===== config.mk =====
export PLATFORM = sky130hd
export DESIGN_NAME = ntp_time_sync
export DESIGN_NICKNAME = d
export VERILOG_FILES = /design/src/rtl/ntp_pkg.sv /design/src/rtl/pps_sync.sv /design/src/rtl/ntp_time_sync.sv
export SDC_FILE = /design/constraint.sdc
export NUM_CORES = 1
export LEC_CHECK = 0
export ABC_CLOCK_PERIOD_IN_PS = 2840
export BUFFER_PORTS_ARGS = -buffer_cell sky130_fd_sc_hd__buf_2
export CAP_MARGIN = 20
export CORE_ASPECT_RATIO = 1.25
export CORE_MARGIN = 4
export CORE_UTILIZATION = 55
export DETAILED_ROUTE_END_ITERATION = 8
export GPL_TIMING_DRIVEN = 1
export PLACE_DENSITY_LB_ADDON = 0.3
export SLEW_MARGIN = 40
export SYNTH_ARGS = -nofsm -noshare
export SYNTH_HDL_FRONTEND = slang
export SYNTH_SLANG_ARGS = --single-unit

===== constraint.sdc =====
create_clock -name clk -period 2.84 [get_ports clk]
set_clock_uncertainty 0.15 [all_clocks]
set_input_delay 0.426 -clock clk [delete_from_list [all_inputs] [get_ports clk]]
set_output_delay 0.426 -clock clk [all_outputs]
set_load 0.02 [all_outputs]

===== src/rtl/ntp_pkg.sv =====
// rtl/ntp_pkg.sv - shared types and constants for the NTP time path
package ntp_pkg;

    typedef enum logic [1:0] {
        IDLE  = 2'd0,
        ARMED = 2'd1,
        RUN   = 2'd2
    } state_t;

    typedef logic [31:0] ntp_sec_t;

    localparam int PPS_SYNC_STAGES = 2;

endpackage


===== src/rtl/pps_sync.sv =====
// rtl/pps_sync.sv - PPS input synchroniser and rising-edge detector
module pps_sync
    import ntp_pkg::*;
(
    input  logic clk,
    input  logic reset,
    input  logic pps_in,
    output logic pps_rise
);

    // Top bit is a history copy of the synchronised level, used for edge detection.
    logic [PPS_SYNC_STAGES:0] sync_q;
    logic [PPS_SYNC_STAGES:0] sync_d;

    always_comb begin
        sync_d = {sync_q[PPS_SYNC_STAGES-1:0], pps_in};
    end

    always_ff @(posedge clk) begin
        if (reset) begin
            sync_q <= '0;
        end else begin
            sync_q <= sync_d;
        end
    end

    assign pps_rise = sync_q[PPS_SYNC_STAGES-1] & ~sync_q[PPS_SYNC_STAGES];

endmodule


===== src/rtl/ntp_time_sync.sv =====
// rtl/ntp_time_sync.sv - NTP seconds loader and PPS-disciplined 1 Hz counter
module ntp_time_sync
    import ntp_pkg::*;
#(
    parameter int CLK_HZ      = 50_000_000,
    parameter int PPS_TIMEOUT = 2
) (
    input  logic        clk,
    input  logic        reset,
    input  logic        pps_in,
    input  logic        set_valid,
    input  logic [31:0] set_seconds,
    output logic        set_ready,
    output logic [31:0] time_out,
    output logic        time_valid,
    output logic        tick_1hz,
    output logic        pps_locked
);

    localparam int SW = (CLK_HZ > 1) ? $clog2(CLK_HZ) : 1;
    localparam int AW = (PPS_TIMEOUT * CLK_HZ > 1) ? $clog2(PPS_TIMEOUT * CLK_HZ) : 1;
    localparam int MW = $clog2(PPS_TIMEOUT + 1);
    localparam logic [SW-1:0] SUB_MAX  = SW'(CLK_HZ - 1);
    localparam logic [SW-1:0] SUB_HALF = SW'(CLK_HZ / 2);
    localparam logic [AW-1:0] ARM_MAX  = AW'(PPS_TIMEOUT * CLK_HZ - 1);
    localparam logic [MW-1:0] MISS_MAX = MW'(PPS_TIMEOUT);

    logic pps_rise;

    pps_sync u_pps_sync (
        .clk      (clk),
        .reset    (reset),
        .pps_in   (pps_in),
        .pps_rise (pps_rise)
    );

    state_t   state_q, state_d;
    logic [SW-1:0] subsec_q, subsec_d;
    logic [AW-1:0] arm_cnt_q, arm_cnt_d;
    logic [MW-1:0] miss_q, miss_d;
    ntp_sec_t pending_q, pending_d;
    ntp_sec_t time_q, time_d;
    logic valid_q, valid_d;
    logic tick_q, tick_d;
    logic locked_q, locked_d;
    logic ready_q, ready_d;

    logic xfer;
    logic rollover;
    logic early;

    assign xfer     = set_valid & ready_q;
    assign rollover = (subsec_q == SUB_MAX);
    assign early    = (subsec_q >= SUB_HALF);

    always_comb begin
        state_d   = state_q;
        subsec_d  = subsec_q;
        arm_cnt_d = arm_cnt_q;
        miss_d    = miss_q;
        pending_d = pending_q;
        time_d    = time_q;
        valid_d   = valid_q;
        tick_d    = 1'b0;
        locked_d  = locked_q;

        if (xfer) begin
            pending_d = set_seconds;
        end

        // Once time is valid it counts in both ARMED and RUN; a PPS that lands
        // in the second half of a second is treated as the next second's start.
        if (valid_q) begin
            if (pps_rise) begin
                subsec_d = '0;
                miss_d   = '0;
                locked_d = 1'b1;
                if (early) begin
                    time_d = time_q + 32'd1;
                    tick_d = 1'b1;
                end
            end else if (rollover) begin
                subsec_d = '0;
                time_d   = time_q + 32'd1;
                tick_d   = 1'b1;
                if (miss_q != MISS_MAX) begin
                    miss_d = miss_q + MW'(1);
                end
                if (miss_d == MISS_MAX) begin
                    locked_d = 1'b0;
                end
            end else begin
                subsec_d = subsec_q + SW'(1);
            end
        end

        case (state_q)
            IDLE: begin
                if (xfer) begin
                    state_d   = ARMED;
                    arm_cnt_d = '0;
                end
            end
            ARMED: begin
                if (pps_rise || (arm_cnt_q == ARM_MAX)) begin
                    time_d   = pending_q;
                    subsec_d = '0;
                    valid_d  = 1'b1;
                    locked_d = pps_rise;
                    miss_d   = '0;
                    tick_d   = 1'b1;
                    state_d  = RUN;
                end else begin
                    arm_cnt_d = arm_cnt_q + AW'(1);
                end
            end
            RUN: begin
                if (xfer) begin
                    state_d   = ARMED;
                    arm_cnt_d = '0;
                end
            end
            default: state_d = IDLE;
        endcase

        ready_d = (state_d != ARMED);
    end

    always_ff @(posedge clk) begin
        if (reset) begin
            state_q   <= IDLE;
            subsec_q  <= '0;
            arm_cnt_q <= '0;
            miss_q    <= '0;
            pending_q <= '0;
            time_q    <= '0;
            valid_q   <= 1'b0;
            tick_q    <= 1'b0;
            locked_q  <= 1'b0;
            ready_q   <= 1'b1;
        end else begin
            state_q   <= state_d;
            subsec_q  <= subsec_d;
            arm_cnt_q <= arm_cnt_d;
            miss_q    <= miss_d;
            pending_q <= pending_d;
            time_q    <= time_d;
            valid_q   <= valid_d;
            tick_q    <= tick_d;
            locked_q  <= locked_d;
            ready_q   <= ready_d;
        end
    end

    assign set_ready  = ready_q;
    assign time_out   = time_q;
    assign time_valid = valid_q;
    assign tick_1hz   = tick_q;
    assign pps_locked = locked_q;

endmodule


==> qor.csv <==
stage;metric;value;unit
run;timing.max_cap.violations;0;
clocking;cts_htree_levels;4;
global_route;grt_max_degree;45;
placement;dp_slack;0.0998;ns
sta;worst_slack;0.134;ns
routing;total_via_count_after_detailed_routing;5855;
sta;report.final.slew_viol_count;0;
logic_synthesis;post_synth_num_cell_types;55;
clocking;worstSkewPairLatency;0.41;ns
routing;routed_wl;15.9;mm
logic_synthesis;synth-edff-count;0;
floorplanning;vertical_die_dimension;126;um
placement;io_buffers;71;
floorplanning;core;0.0108;mm^2
critical_path;critical-path-max-stage-delay;0.54;ns
routing;vias_per_cell;6.05;
clocking;tritoncts_num_sinks;128;
sta;finalHoldViolations;0;
outcome;outcome;complete, no violations;
routing;wire_per_inst;16.4;um
global_route;grt.total_usage;0.249;
critical_path;timing.critical_path.from_type;register;
logic_synthesis;post_synth_inst_count;752;
global_route;number_of_antenna_violations_at_the_first_check_in_global_routing;0;
routing;final_antenna_net_count;0;
logic_synthesis;synth-warning-count;0;
finish;final_common_cell;dfxtp_1;
sta;smallest_hold_slack;0.0963;ns
placement;place.detailed.hpwl;10.8;mm
routing;drt-pass1-iter-count;5;
clocking;clk_root_buffer_cell;clkbuf_16;
sta;fin_crit;2.71;ns
critical_path;timing_worst_setup_path_type;register to register;
finish;num-nets-final;864;
critical_path;crit_fanout;21;
placement;gp_congestion;0.843;
finish;areaGrowthSynthToFinish;17.9;%
clocking;clk_pin_slew_worst_paths;0.06;ns
logic_synthesis;synthArstFlopShare;0;
power;leakagePower;2.59;nW
finish;filler_cell_count;889;
routing;drt_iter0_drc;360;
floorplanning;die_area;0.0130;mm^2
global_route;via_count_of_the_first_global_routing_pass;5705;
floorplanning;fp-row-count;42;
finish;stdcell_count;968;
clocking;cts_inserted_buffers;17;
logic_synthesis;postSynth.topFlopCell;dfxtp_1;
floorplanning;die_width;103;um
logic_synthesis;synth_area_per_cell;8.19;um^2
sta;max_slew_margin;0.434;
finish;diodes;0;
floorplanning;ios;72;
placement;placed_cell_area;0.00669;mm^2
clocking;cts_buffer_depth;2;
sta;timing.final.crit_share;0.953;
logic_synthesis;synth.net_count;793;
critical_path;worstPathArrival;2.85;ns
finish;commonest_cells_after_routing_fill_and_taps_aside;dfxtp_1 (128), nand2_1 (110), nor2_1 (84);
floorplanning;floorplan.initialDensity;0.572;
logic_synthesis;synthesis.area;0.00616;mm^2
critical_path;worstPathCellList;or4_1, or4_4, nor3_1, buf_4, o21ai_4, nand3b_1, buf_6, nor2_1;
logic_synthesis;ys_ff_latch;128;
clocking;tritoncts;done;
sta;worst-slew-pin-transition;0.847;ns
min_path;holdCritPathClass;primary input to register;
logic_synthesis;synth-seq-area-share;0.416;
sta;fmax;0.370;GHz
finish;regArea;0.00256;mm^2
finish;multi_input_area;0.00338;mm^2
global_route;first_pass_grt_wire_length;26.3;mm
finish;fin_util;0.674;
finish;layout-drive-gt1-share;0.185;
critical_path;critical-path-slowest-cell;or4_1;
critical_path;cp.buffers_inverters;2;
critical_path;setup.worst_path.end_class;register;
critical_path;crit_family;simple AND/OR/NAND/NOR gates;
routing;drc_violations_left;0;
global_route;grt_remaining_overflow;0;
sta;setup_violations;0;
power;p_total;4.17;mW
sta;rsz_0062_raised_after_global_routing;no;
sta;setup_tns;0;ns
placement;dpl_cells;935;
power;vdd_drop_max;0.443;mV
finish;post-route-cell-area;0.00726;mm^2
critical_path;required;2.98;ns
power;pwr_density_cell;574;mW/mm^2
-- metal layers --
metal | GRT usage | share of wire | vias up
met5 | 0 | 0 | -
met4 | 0.0834 | 0.017 | 0
met3 | 0.0571 | 0.062 | 31
met2 | 0.421 | 0.51 | 199
met1 | 0.308 | 0.41 | 2787
li1 | - | - | 2838
-- flip-flops by register name, indices dropped and copies added (netlist names), 2 cells and up --
register / cells
pending_q: 32
time_out: 32
arm_cnt_q: 27
subsec_q: 26
u_pps_sync.sync_q: 3
miss_q: 2
state_q: 2
-- cell usage after synthesis, types with 2 or more instances --
library cell,count,area share
o31ai_1,6,0.0073
and2_1,6,0.0061
buf_2,9,0.0073
o211ai_1,2,0.0024
a21oi_1,55,0.045
nor4_1,8,0.0081
nor2_1,84,0.051
buf_1,3,0.0018
inv_1,14,0.0085
nand3_1,33,0.027
mux2i_1,2,0.0032
clkbuf_1,27,0.016
nor3_1,12,0.0097
or4_4,2,0.0037
ha_1,5,0.010
nand4_1,25,0.025
a311oi_1,10,0.014
or3_1,16,0.016
o21ai_0,11,0.0089
nand3b_1,3,0.0037
nand2b_1,6,0.0061
buf_6,2,0.0037
nor2b_1,6,0.0061
or4_1,11,0.013
o21ai_1,2,0.0016
a2111oi_0,7,0.0099
xor2_1,14,0.020
xnor2_1,33,0.047
and3_1,16,0.016
a21oi_2,8,0.011
nand2_1,110,0.067
dfxtp_1,128,0.42
a211oi_1,39,0.048
a31o_2,3,0.0043
o21ai_2,6,0.0085
and4_1,9,0.013
-- cell families (layout without fill, tap and decap cells) --
group / count (synthesis) / count (layout) / synth area share
DFF: 128 / 128 / 0.416
xor gates and xnor gates: 47 / 47 / 0.0668
buffers and inverters: 57 / 140 / 0.0408
and+or+nand+nor: 355 / 355 / 0.288
AOI/OAI and AO/OA: 158 / 159 / 0.175
adders and majority gates: 5 / 5 / 0.0102
muxes: 2 / 2 / 0.00325
-- tightest hold or removal path, cell delays in order --
cell     delay [ns]
buf_2          0.09
nand2_1        0.04
a21oi_1        0.05
-- repair_timing --
item | 4_1_cts | 5_1_grt
hold buffers | 0 | 0
setup buffers | 0 | 0
resized for setup | 0 | 7
endpoints found under the setup margin | 0 | 48
-- where the power goes --
part	internal (mW)	switching (mW)	total [mW]
logic	0.0995	0.195	0.294
registers	1.85	0.0379	1.88
clock network	1.19	0.799	1.99
total	3.14	1.03	4.17
-- cell type report --
type	instances	area share
Sequential cell	128	0.353
Timing Repair Buffer	93	0.0756
Tap cell	132	0.0227
Clock inverter	14	0.0165
Clock buffer	18	0.0591
Inverter	15	0.00775
Multi-Input combinational cell	568	0.466
-- worst paths after layout --
path,startpoint,end,slack [ns],depth (start not counted)
worst max-delay path,arm_cnt_q[8],subsec_q[4],0.13,8
worst min-delay path,set_seconds[4],pending_q[4],0.1,3
worst max register to register,arm_cnt_q[8],subsec_q[4],0.13,8
worst min register to register,u_pps_sync.sync_q[0],u_pps_sync.sync_q[1],0.29,1
Note: power is estimated with default switching activity, not from simulation.
